--- src/rtl/ctrl_pkg.sv ---
// Shared definitions for the Mini SRC control sequencer.
// Contents: opcode values, FSM state encoding, instruction classes and the opcode classifier.
package ctrl_pkg;

  localparam logic [4:0] OP_LD   = 5'b00000;
  localparam logic [4:0] OP_LDI  = 5'b00001;
  localparam logic [4:0] OP_ST   = 5'b00010;
  localparam logic [4:0] OP_ADD  = 5'b00011;
  localparam logic [4:0] OP_SUB  = 5'b00100;
  localparam logic [4:0] OP_SHR  = 5'b00101;
  localparam logic [4:0] OP_SHRA = 5'b00110;
  localparam logic [4:0] OP_SHL  = 5'b00111;
  localparam logic [4:0] OP_ROR  = 5'b01000;
  localparam logic [4:0] OP_ROL  = 5'b01001;
  localparam logic [4:0] OP_AND  = 5'b01010;
  localparam logic [4:0] OP_OR   = 5'b01011;
  localparam logic [4:0] OP_ADDI = 5'b01100;
  localparam logic [4:0] OP_ANDI = 5'b01101;
  localparam logic [4:0] OP_ORI  = 5'b01110;
  localparam logic [4:0] OP_MUL  = 5'b01111;
  localparam logic [4:0] OP_DIV  = 5'b10000;
  localparam logic [4:0] OP_NEG  = 5'b10001;
  localparam logic [4:0] OP_NOT  = 5'b10010;
  localparam logic [4:0] OP_BR   = 5'b10011;
  localparam logic [4:0] OP_JR   = 5'b10100;
  localparam logic [4:0] OP_JAL  = 5'b10101;
  localparam logic [4:0] OP_IN   = 5'b10110;
  localparam logic [4:0] OP_OUT  = 5'b10111;
  localparam logic [4:0] OP_MFHI = 5'b11000;
  localparam logic [4:0] OP_MFLO = 5'b11001;
  localparam logic [4:0] OP_NOP  = 5'b11010;
  localparam logic [4:0] OP_HALT = 5'b11011;

  typedef enum logic [3:0] {
    S_RST, S_F0, S_F1, S_FWAIT, S_F2, S_T3, S_T4, S_T5, S_T6, S_T7,
    S_LDWAIT, S_STWAIT, S_HALT, S_STEP_IDLE
  } state_t;

  typedef enum logic [3:0] {
    C_ALU, C_IMM, C_LDI, C_LD, C_ST, C_MULDIV, C_NEGNOT, C_BR,
    C_JR, C_JAL, C_IN, C_OUT, C_MFHI, C_MFLO, C_NONE, C_HALT
  } op_class_t;

  // Reserved opcodes 11100-11111 fall into C_NONE and behave like nop.
  function automatic op_class_t classify(input logic [4:0] op);
    case (op)
      OP_ADD, OP_SUB, OP_SHR, OP_SHRA, OP_SHL,
      OP_ROR, OP_ROL, OP_AND, OP_OR:   return C_ALU;
      OP_ADDI, OP_ANDI, OP_ORI:        return C_IMM;
      OP_LDI:                          return C_LDI;
      OP_LD:                           return C_LD;
      OP_ST:                           return C_ST;
      OP_MUL, OP_DIV:                  return C_MULDIV;
      OP_NEG, OP_NOT:                  return C_NEGNOT;
      OP_BR:                           return C_BR;
      OP_JR:                           return C_JR;
      OP_JAL:                          return C_JAL;
      OP_IN:                           return C_IN;
      OP_OUT:                          return C_OUT;
      OP_MFHI:                         return C_MFHI;
      OP_MFLO:                         return C_MFLO;
      OP_HALT:                         return C_HALT;
      default:                         return C_NONE;
    endcase
  endfunction

endpackage

--- src/rtl/ctrl_wait_timer.sv ---
// Memory wait-state counter: cleared by load, advanced by count, saturates at 15.
// o_done flags the final wait cycle, after which the count has reached WAIT_CYCLES.
module ctrl_wait_timer #(
  parameter int unsigned WAIT_CYCLES = 2
) (
  input  logic i_clk,
  input  logic i_rst_n,
  input  logic i_load,
  input  logic i_count,
  output logic o_done
);

  localparam logic [3:0] LAST = 4'(WAIT_CYCLES - 1);

  logic [3:0] r_cnt;

  always_ff @(posedge i_clk or negedge i_rst_n) begin
    if (!i_rst_n)                      r_cnt <= '0;
    else if (i_load)                   r_cnt <= '0;
    else if (i_count && r_cnt != 4'hF) r_cnt <= r_cnt + 4'd1;
  end

  assign o_done = (r_cnt == LAST);

endmodule

--- src/rtl/control_sequencer.sv ---
// Hardwired Mini SRC control unit: fetch, memory waits and T3..T7 execute sequencing.
// MEM_WAIT_CYCLES sets wait states per memory access; define CTRL_SINGLE_STEP_EN for step mode.
module control_sequencer
  import ctrl_pkg::*;
#(
  parameter int unsigned MEM_WAIT_CYCLES = 2
) (
  input  logic        clock,
  input  logic        clear,
  input  logic [31:0] ir,
  input  logic        con_ff,
`ifdef CTRL_SINGLE_STEP_EN
  input  logic        step,
`endif
  output logic        run,
  output logic        Gra,
  output logic        Grb,
  output logic        Grc,
  output logic        Rin,
  output logic        Rout,
  output logic        BAout,
  output logic        PCout_en,
  output logic        IncPC,
  output logic        PC_en,
  output logic        IRin,
  output logic        jal_R15,
  output logic        Yin,
  output logic        HIout,
  output logic        HIin,
  output logic        LOout,
  output logic        LOin,
  output logic        Cout,
  output logic        Zhighout,
  output logic        Zlowout,
  output logic        Zin,
  output logic        MDRout,
  output logic        MDRin,
  output logic        MARin,
  output logic        memRead,
  output logic        memWrite,
  output logic        CONin,
  output logic        inPortOut,
  output logic        outPort_en,
  output logic [4:0]  opcode
);

  state_t    r_state, w_next;
  op_class_t w_class;
  logic      w_load, w_count, w_done, w_step_rise;
  logic      w_unused_ir;

  assign w_class     = classify(ir[31:27]);
  assign w_unused_ir = ^ir[26:0];

`ifdef CTRL_SINGLE_STEP_EN
  localparam state_t DONE_STATE = S_STEP_IDLE;
  logic r_step_d;
  always_ff @(posedge clock or negedge clear) begin
    if (!clear) r_step_d <= 1'b0;
    else        r_step_d <= step;
  end
  assign w_step_rise = step & ~r_step_d;
`else
  localparam state_t DONE_STATE = S_F0;
  assign w_step_rise = 1'b0;
`endif

  ctrl_wait_timer #(.WAIT_CYCLES(MEM_WAIT_CYCLES)) u_wait (
    .i_clk   (clock),
    .i_rst_n (clear),
    .i_load  (w_load),
    .i_count (w_count),
    .o_done  (w_done)
  );

  always_ff @(posedge clock or negedge clear) begin
    if (!clear) r_state <= S_RST;
    else        r_state <= w_next;
  end

  always_comb begin
    w_next  = r_state;
    w_load  = 1'b0;
    w_count = 1'b0;
    case (r_state)
      S_RST:   w_next = S_F0;
      S_F0:    w_next = S_F1;
      S_F1:    begin w_next = S_FWAIT; w_load = 1'b1; end
      S_FWAIT: begin w_count = 1'b1; if (w_done) w_next = S_F2; end
      S_F2:    case (w_class)
                 C_NONE:  w_next = DONE_STATE;
                 C_HALT:  w_next = S_HALT;
                 default: w_next = S_T3;
               endcase
      S_T3:    case (w_class)
                 C_JR, C_IN, C_OUT, C_MFHI, C_MFLO: w_next = DONE_STATE;
                 default:                           w_next = S_T4;
               endcase
      S_T4:    case (w_class)
                 C_NEGNOT, C_JAL: w_next = DONE_STATE;
                 default:         w_next = S_T5;
               endcase
      S_T5:    case (w_class)
                 C_ALU, C_IMM, C_LDI: w_next = DONE_STATE;
                 default:             w_next = S_T6;
               endcase
      S_T6:    case (w_class)
                 C_LD:    begin w_next = S_LDWAIT; w_load = 1'b1; end
                 C_ST:    w_next = S_T7;
                 default: w_next = DONE_STATE;
               endcase
      S_T7:    if (w_class == C_ST) begin
                 w_next = S_STWAIT;
                 w_load = 1'b1;
               end else begin
                 w_next = DONE_STATE;
               end
      S_LDWAIT: begin w_count = 1'b1; if (w_done) w_next = S_T7; end
      S_STWAIT: begin w_count = 1'b1; if (w_done) w_next = DONE_STATE; end
      S_HALT:      w_next = S_HALT;
      S_STEP_IDLE: if (w_step_rise) w_next = S_F0;
      default:     w_next = S_RST;
    endcase
  end

  always_comb begin
    {Gra, Grb, Grc, Rin, Rout, BAout, PCout_en, IncPC, PC_en, IRin, jal_R15} = '0;
    {Yin, HIout, HIin, LOout, LOin, Cout, Zhighout, Zlowout, Zin} = '0;
    {MDRout, MDRin, MARin, memRead, memWrite, CONin, inPortOut, outPort_en} = '0;
    opcode = OP_NOP;
    run    = 1'b1;
    case (r_state)
      S_F0:     begin PCout_en = 1'b1; MARin = 1'b1; IncPC = 1'b1; Zin = 1'b1; end
      S_F1:     begin Zlowout = 1'b1; PC_en = 1'b1; memRead = 1'b1; MDRin = 1'b1; end
      S_FWAIT,
      S_LDWAIT: begin memRead = 1'b1; MDRin = 1'b1; end
      S_F2:     begin MDRout = 1'b1; IRin = 1'b1; end
      S_STWAIT: memWrite = 1'b1;
      S_HALT:   run = 1'b0;
      S_T3: case (w_class)
        C_ALU, C_IMM:     begin Grb = 1'b1; Rout = 1'b1; Yin = 1'b1; end
        C_LDI, C_LD, C_ST: begin Grb = 1'b1; BAout = 1'b1; Yin = 1'b1; end
        C_MULDIV: begin Gra = 1'b1; Rout = 1'b1; Yin = 1'b1; end
        C_NEGNOT: begin Grb = 1'b1; Rout = 1'b1; Zin = 1'b1; opcode = ir[31:27]; end
        C_BR:     begin Gra = 1'b1; Rout = 1'b1; CONin = 1'b1; end
        C_JR:     begin Gra = 1'b1; Rout = 1'b1; PC_en = 1'b1; end
        C_JAL:    begin PCout_en = 1'b1; jal_R15 = 1'b1; Rin = 1'b1; end
        C_IN:     begin inPortOut = 1'b1; Gra = 1'b1; Rin = 1'b1; end
        C_OUT:    begin Gra = 1'b1; Rout = 1'b1; outPort_en = 1'b1; end
        C_MFHI:   begin HIout = 1'b1; Gra = 1'b1; Rin = 1'b1; end
        C_MFLO:   begin LOout = 1'b1; Gra = 1'b1; Rin = 1'b1; end
        default:  ;
      endcase
      S_T4: case (w_class)
        C_ALU:    begin Grc = 1'b1; Rout = 1'b1; Zin = 1'b1; opcode = ir[31:27]; end
        C_IMM:    begin Cout = 1'b1; Zin = 1'b1; opcode = ir[31:27]; end
        C_LDI, C_LD, C_ST: begin Cout = 1'b1; Zin = 1'b1; opcode = OP_ADD; end
        C_MULDIV: begin Grb = 1'b1; Rout = 1'b1; Zin = 1'b1; opcode = ir[31:27]; end
        C_NEGNOT: begin Zlowout = 1'b1; Gra = 1'b1; Rin = 1'b1; end
        C_BR:     begin PCout_en = 1'b1; Yin = 1'b1; end
        C_JAL:    begin Gra = 1'b1; Rout = 1'b1; PC_en = 1'b1; end
        default:  ;
      endcase
      S_T5: case (w_class)
        C_ALU, C_IMM, C_LDI: begin Zlowout = 1'b1; Gra = 1'b1; Rin = 1'b1; end
        C_LD, C_ST: begin Zlowout = 1'b1; MARin = 1'b1; end
        C_MULDIV:   begin Zlowout = 1'b1; LOin = 1'b1; end
        C_BR:       begin Cout = 1'b1; Zin = 1'b1; opcode = OP_ADD; end
        default:    ;
      endcase
      // The only strobe allowed to follow con_ff: the conditional PC load of br.
      S_T6: case (w_class)
        C_LD:     begin memRead = 1'b1; MDRin = 1'b1; end
        C_ST:     begin Gra = 1'b1; Rout = 1'b1; MDRin = 1'b1; end
        C_MULDIV: begin Zhighout = 1'b1; HIin = 1'b1; end
        C_BR:     begin Zlowout = 1'b1; PC_en = con_ff; end
        default:  ;
      endcase
      S_T7: case (w_class)
        C_LD:    begin MDRout = 1'b1; Gra = 1'b1; Rin = 1'b1; end
        C_ST:    memWrite = 1'b1;
        default: ;
      endcase
      default: ;
    endcase
  end

endmodule

--- config.mk ---
export PLATFORM = sky130hd
export DESIGN_NAME = control_sequencer
export DESIGN_NICKNAME = d
export VERILOG_FILES = /design/src/rtl/ctrl_pkg.sv /design/src/rtl/ctrl_wait_timer.sv /design/src/rtl/control_sequencer.sv
export SDC_FILE = /design/constraint.sdc
export NUM_CORES = 1
export LEC_CHECK = 0
export ABC_CLOCK_PERIOD_IN_PS = 7300
export BUFFER_PORTS_ARGS = -buffer_cell sky130_fd_sc_hd__buf_2
export CAP_MARGIN = 5
export CORE_AREA = 2 2 58 74
export DETAILED_ROUTE_END_ITERATION = 16
export DIE_AREA = 0 0 60 76
export PLACE_DENSITY = 0.72
export SYNTH_ARGS = -nofsm -noshare
export SYNTH_HDL_FRONTEND = slang
export SYNTH_HIERARCHICAL = 1
export SYNTH_SLANG_ARGS = --single-unit
--- constraint.sdc ---
create_clock -name clock -period 7.3 [get_ports clock]
set_clock_uncertainty 0.2 [all_clocks]
set_input_delay 1.46 -clock clock [delete_from_list [all_inputs] [get_ports clock]]
set_output_delay 1.46 -clock clock [all_outputs]
set_load 0.02 [all_outputs]
==> results of run 1 <==
-- final timing paths --
check / from / to / slack, ns
max: ir[28] / opcode[2] / 1.84
min: u_wait/r_cnt[3] / u_wait/r_cnt[3] / 0.40
max reg2reg: r_state[0] / u_wait/r_cnt[0] / 4.88
min reg2reg: u_wait/r_cnt[3] / u_wait/r_cnt[3] / 0.40
max in group asynchronous: clear / u_wait/r_cnt[1] / 5.88
min in group asynchronous: clear / u_wait/r_cnt[3] / 0.86
-- cells in the mapped netlist, types with 2 or more instances --
cell type,instances
nor2_1,28
nand2_1,24
a21oi_1,15
nor3_1,12
inv_1,11
nand2b_1,9
dfrtp_1,8
o21ai_1,8
buf_4,6
clkbuf_1,6
ha_1,6
nand3_1,6
nor2b_1,6
o21ai_0,6
nor4_1,5
nand4_1,4
a21o_1,3
a31o_1,3
a31oi_1,3
buf_6,3
nor3b_1,3
o2111ai_1,3
o22ai_1,3
a211oi_1,2
a221o_1,2
a22oi_1,2
a311o_1,2
a311oi_1,2
a41oi_1,2
and2_1,2
buf_2,2
nor3_2,2
o211ai_1,2
o21a_1,2
o21ai_2,2
or3_1,2
-- layer usage --
| metal | global-route usage, % | vias to the layer above |
|---|---|---|
| li1 | - | 943 |
| met1 | 27.0 | 897 |
| met2 | 37.7 | 75 |
| met3 | 2.38 | 20 |
| met4 | 13.6 | 0 |
| met5 | 0 | - |
-- logic make-up after synthesis --
logic type                 after synthesis
buffers and inverters                   29
adders and majority gates                6
AOI/OAI and AO/OA                       80
and+or+nand+nor                        114
DFF                                      8
-- area by class of cell --
type | count | area (sq um)
inverters | 11 | 41.3
well taps | 56 | 70.1
repair buffers | 41 | 205
multi-input cells | 200 | 1320
clock buffers | 3 | 41.3
flip-flops and latches | 8 | 200
fillers | 420 | 2060
-- placed cells by master (no fill, tap or decap), types with 3 or more instances in the layout --
| cell | instances |
|---|---|
| a21o_1 | 3 |
| a21oi_1 | 15 |
| a31o_1 | 3 |
| a31oi_1 | 3 |
| buf_2 | 41 |
| clkbuf_8 | 3 |
| dfrtp_1 | 8 |
| ha_1 | 6 |
| inv_1 | 11 |
| nand2_1 | 24 |
| nand2b_1 | 9 |
| nand3_1 | 6 |
| nand4_1 | 4 |
| nor2_1 | 28 |
| nor2b_1 | 6 |
| nor3_1 | 12 |
| nor3b_1 | 3 |
| nor4_1 | 5 |
| o2111ai_1 | 3 |
| o21ai_0 | 6 |
| o21ai_1 | 8 |
| o22ai_1 | 3 |
-- worst register-to-register path, delay by kind of cell (launching register included) --
family / cells / cell delay, ns
AO/OA/AOI/OAI: 3 / 0.36
flip-flops: 1 / 0.60
AND/OR/NAND/NOR: 5 / 1.14
-- power by group --
part	internal, W	switching (W)
logic	0.000131	0.000230
clock network	0.0000359	0.0000191
registers	0.0000647	0.0000551
-- flip-flops by register name (all words and copies together) (netlist names) --
signal,cells
r_state,4
u_wait/r_cnt,4
-- per-stage QoR --
| step | cells | area, sq um | total power, W | utilization [%] | hold WS, ns |
|---|---|---|---|---|---|
| after floorplan | 237 | 1680 | 0.000388 | - | 0.362 |
| after global placement | 316 | 1840 | 0.000472 | 46.6 | 0.389 |
| after detailed placement | 316 | 1840 | 0.000476 | 46.6 | 0.395 |
| after CTS | 319 | 1880 | 0.000534 | 47.7 | 0.401 |
| after global routing | 319 | 1880 | 0.000584 | 47.7 | 0.448 |
| final | 319 | 1880 | 0.000535 | 47.7 | 0.402 |
==> results.json, run 1 <==
{
  "path_class": "in2out",
  "detailroute.wirelength.met2_microns": 2550,
  "post_synth_inst_count": 237,
  "cpLargestDelayFamily": "compound AO/OA/AOI/OAI gates",
  "yosys_register_bits": 8,
  "worst-path-max-fanout": 12,
  "finalMaxSlewViolations": 0,
  "grt_overflow": 0,
  "synth.avg_cell_area_sq_um": 7.07,
  "power.leakage_nw": 0.791,
  "ys_types": 66,
  "nets": 306,
  "drc": 0,
  "core_sq_um": 3940,
  "die_height_microns": 76,
  "grt_pass1_vias": 1818,
  "timing.critical_path.mode_cell": "buf_2",
  "synthTopCellsByArea": "dfrtp_1 (12%), nor2_1 (6.3%), nand2_1 (5.4%)",
  "die_w_microns": 60,
  "die-area_sq_um": 4560,
  "worst_slack_ns": 1.84,
  "detailroute.via_count": 1935,
  "fmax_mhz": 183,
  "start_util_pct": 42.6,
  "r2r_depth": 8,
  "grt_start_max_net_pins": 24,
  "post_cts_setup_buffer_count": 0,
  "synth_compound_area_share_pct": 36.7,
  "synth_mux_area_share_pct": 0,
  "synth_edf_count": 0,
  "grt_antenna_before_repair": 0,
  "route.antenna.remaining_nets": 0,
  "max_slew.worst_pin.slew_ns": 0.725,
  "grt_first_pass_wirelength_microns": 8270,
  "highest-signal-layer": "met4",
  "crit_cells": 10,
  "timing.critical_path.from_type": "primary input",
  "port_buffers": 41,
  "layout-drive-gt1-share_pct": 23.2,
  "place_ws_ns": 1.86,
  "critPathRequiredTime_ns": 5.64,
  "cp_num_buf_inv": 3,
  "cts.htree.levels": 1,
  "clockRootBuffer": "clkbuf_8",
  "tns_ns": 0,
  "syn-num-nets": 278,
  "slowest_delay_ns": 0.49,
  "post_drt_via_cell_ratio": 6.07,
  "dp_wirelength_microns": 3920,
  "m1WireLength_microns": 2070,
  "final.period_utilization_pct": 74.8,
  "tritoncts.num_buffers": 3,
  "crit_chain": "buf_2, inv_1, ha_1, nand2b_1, a311oi_2, o21ai_1, a21o_1, o21ai_2, nor4b_4, buf_2",
  "ctsHoldBuffers": 0,
  "clk_pin_slew_ns": 0.04,
  "slew_headroom_pct": 51.3,
  "dr_wl_met3_microns": 250,
  "drt-total-wl_microns": 5080,
  "number_of_synthesis_warnings": 6,
  "gp_congestion": 0.965,
  "area_delta_synth_final_pct": 12.0,
  "hold_path_class": "reg2reg",
  "setup_viol": 0,
  "fin_crit_ns": 5.46,
  "max-clock-path-buffers": 2,
  "rsz0062_at_grt": "no",
  "maxCapViolations": 0,
  "num_rows": 26,
  "setup.worst_path.end_class": "primary output",
  "yosys.area_share.xor_xnor_pct": 0,
  "adder_cell_share_of_the_synthesized_area_pct": 4.48,
  "ys_seq_area_share_pct": 11.9,
  "yosys.area.top_type_share_pct": 11.9,
  "ir_drop_mv": 0.0904,
  "arrival_ns": 3.80,
  "netlist_area_sq_um": 1680,
  "routed_wire_length_per_instance_microns": 15.9,
  "floorplan.io_pins": 69,
  "diodes": 0,
  "detailedRoute.firstIterationViolations": 112,
  "tritoncts": "done",
  "async_reset_ff_share_pct": 100,
  "post-synth-top-area-cell": "dfrtp_1",
  "run_status": "completed",
  "synth_top_family_by_area": "simple AND/OR/NAND/NOR gates",
  "grt.total_usage_pct": 22.7,
  "postCtsResizedCells": 0,
  "dominantRegCellSynth": "dfrtp_1",
  "clkLatencyLatePin_ns": 0.23,
  "cts.sink_count": 8,
  "hold-path-cell-count": 2,
  "final-hold-violation-count": 0,
  "post_synth_and_or_nand_nor_area_fraction_pct": 37.6,
  "detailedRoute.firstPassIterationCount": 4,
  "powerDensity_nw_per_um2": 285,
  "crit_slowest_cell": "a311oi_2"
}
Note: power is estimated with default switching activity, not from simulation.
==> inputs of run 2 (changes only) <==
ABC_CLOCK_PERIOD_IN_PS = 4500   (was 7300)
CORE_AREA = 2 2 59 74   (was 2 2 58 74)
DIE_AREA = 0 0 61 76   (was 0 0 60 76)
PLACE_DENSITY = 0.74   (was 0.72)
clock period = 4.5 ns   (was 7.3 ns; I/O delays follow)
==> run 2 against run 1 <==
Critical path depth did not move; worst setup slack worse by 1.6 ns; largest power group unchanged; wire length up 0.45%; sequential power increased by 62%; global-route usage rose by 0.44 points; register-to-register slack lost 2.8 ns; core utilization shrank 0.21 points; combinational power increased by 62%; final cell count rose by 0.94%; sequential share of layout area shrank 0.13 points; flip-flop and latch count unchanged; power grew 61%.
==> results.json, run 2 (synthesized netlist as in run 1, its figures left out) <==
{
  "cts.htree.levels": 1,
  "switching_power_total_w": 0.000484,
  "placement.cell_area_sq_um": 1860,
  "detailroute.via_count": 1991,
  "whs_ns": 0.312,
  "power.leakage_nw": 0.806,
  "postCtsResizedCells": 0,
  "multi_input_area_sq_um": 1320,
  "grtUsageMet1_pct": 28.7,
  "hold_path_class": "in2async",
  "final-seq-area_sq_um": 200,
  "groute.layer.met3.usage_pct": 2.55,
  "clk_pin_slew_ns": 0.04,
  "layout_common_cells": "buf_2 (41), nor2_1 (28), nand2_1 (24), a21oi_1 (15), nor3_1 (12)",
  "nets": 309,
  "floorplan.io_pins": 69,
  "regToRegSetupSlack_ns": 2.11,
  "routed_wire_length_per_instance_microns": 15.8,
  "finalMaxSlewViolations": 0,
  "drt-total-wl_microns": 5100,
  "die_height_microns": 76,
  "post_drt_via_cell_ratio": 6.18,
  "max_slew.worst_pin.slew_ns": 0.714,
  "fmax_mhz": 232,
  "tritoncts": "done",
  "clkLatencyLatePin_ns": 0.22,
  "final.fill_count": 435,
  "path_class": "in2out",
  "grt_antenna_before_repair": 0,
  "biggestRegsByFlops": "r_state: 4 flops, u_wait/r_cnt: 4 flops",
  "final_cell_count_no_fill": 322,
  "worstReg2RegEnd": "u_wait/r_cnt[0]",
  "tritoncts.num_buffers": 3,
  "die-area_sq_um": 4640,
  "detailedRoute.firstIterationViolations": 113,
  "num_rows": 26,
  "ir_drop_mv": 0.149,
  "arrival_ns": 3.21,
  "clockPowerShare_pct": 9.4,
  "core_sq_um": 4000,
  "run_status": "completed",
  "area_delta_synth_final_pct": 13.4,
  "global_route.peak_usage_layer": "met2",
  "final-hold-violation-count": 0,
  "slew_headroom_pct": 52.1,
  "rsz0062_at_grt": "no",
  "timing.critical_path.from_type": "primary input",
  "setup.worst_path.end_class": "primary output",
  "gp_congestion": 0.995,
  "port_buffers": 41,
  "cts.sink_count": 8,
  "maxCapViolations": 0,
  "final.period_utilization_pct": 95.8,
  "ctsHoldBuffers": 0,
  "switching_power_as_a_share_of_total_power_pct": 56.3,
  "crit_startpoint": "ir[27]",
  "final_common_cell": "buf_2",
  "diodes": 0,
  "final_util_pct": 47.5,
  "layout-drive-gt1-share_pct": 24.1,
  "tns_ns": 0,
  "start_util_pct": 41.9,
  "r2r_depth": 8,
  "grt_pass1_vias": 1822,
  "placed_cells_incl_taps": 319,
  "critical_path.reg2reg.startpoint": "r_state[0]",
  "route.antenna.remaining_nets": 0,
  "dp_wirelength_microns": 3960,
  "post_cts_setup_buffer_count": 0,
  "cellInternalPower_w": 0.000375,
  "grt_overflow": 0,
  "grt_start_max_net_pins": 21,
  "grt_first_pass_wirelength_microns": 8550,
  "critPathRequiredTime_ns": 3.40,
  "stdcell_area_sq_um": 1900,
  "max-clock-path-buffers": 2,
  "power_frac_comb_pct": 68.0,
  "powerDensity_nw_per_um2": 452,
  "die_w_microns": 61,
  "clockRootBuffer": "clkbuf_8",
  "seq_power_share_pct": 22.6,
  "worst-path-max-fanout": 9,
  "setup_viol": 0,
  "fin_crit_ns": 4.31,
  "grt.total_usage_pct": 23.2,
  "grt_use_met2_pct": 37.4,
  "detailedRoute.firstPassIterationCount": 6,
  "drc": 0
}
run 2: area by class of cell:
| class | instances | area share [%] |
|---|---|---|
| multi-input cells | 200 | 69.4 |
| clock buffers | 3 | 2.17 |
| well taps | 56 | 3.69 |
| repair buffers | 44 | 12.0 |
| inverters | 11 | 2.17 |
| flip-flops and latches | 8 | 10.5 |
run 2: worst max-delay path, stage by stage:
cell and delay (ns):
buf_2 0.19, inv_1 0.11, ha_1 0.30, nand2b_1 0.18, a311oi_2 0.51, o21ai_1 0.17, a21o_1 0.27, o21ai_2 0.18
nor4b_4 0.20, buf_2 0.20
run 2: worst max-delay path by stage:
stage | endpoint | slack (ns)
final | opcode[2] | 0.19
after detailed placement | opcode[2] | 0.25
after global routing | opcode[2] | 0.02
after global placement | opcode[2] | 0.28
after CTS | opcode[2] | 0.24
after floorplan | Zhighout | 0.17
run 2: per-stage QoR:
| step | worst slack, ns | power, W |
|---|---|---|
| floorplan | 0.173 | 0.000629 |
| global placement | 0.277 | 0.000761 |
| detailed placement | 0.251 | 0.000771 |
| CTS | 0.240 | 0.000858 |
| global route | 0.0162 | 0.000945 |
| finish | 0.190 | 0.000859 |
run 2: per-layer routing:
layer | vias up | wire [microns] | part of all wire (%)
met1 | 914 | 1980 | 39
met2 | 104 | 2600 | 51
li1 | 953 | - | -
met3 | 20 | 299 | 5.9
met4 | 0 | 223 | 4.4
met5 | - | 0 | 0
run 2: power groups by stage:
stage                     Sequential (W)  Clock [W]  Combinational (W)
after global placement          0.000192          0           0.000569
after CTS                       0.000193  0.0000849           0.000580
final                           0.000194  0.0000809           0.000584
after global routing            0.000207  0.0000895           0.000648
after detailed placement        0.000193          0           0.000577
after floorplan                 0.000131          0           0.000498
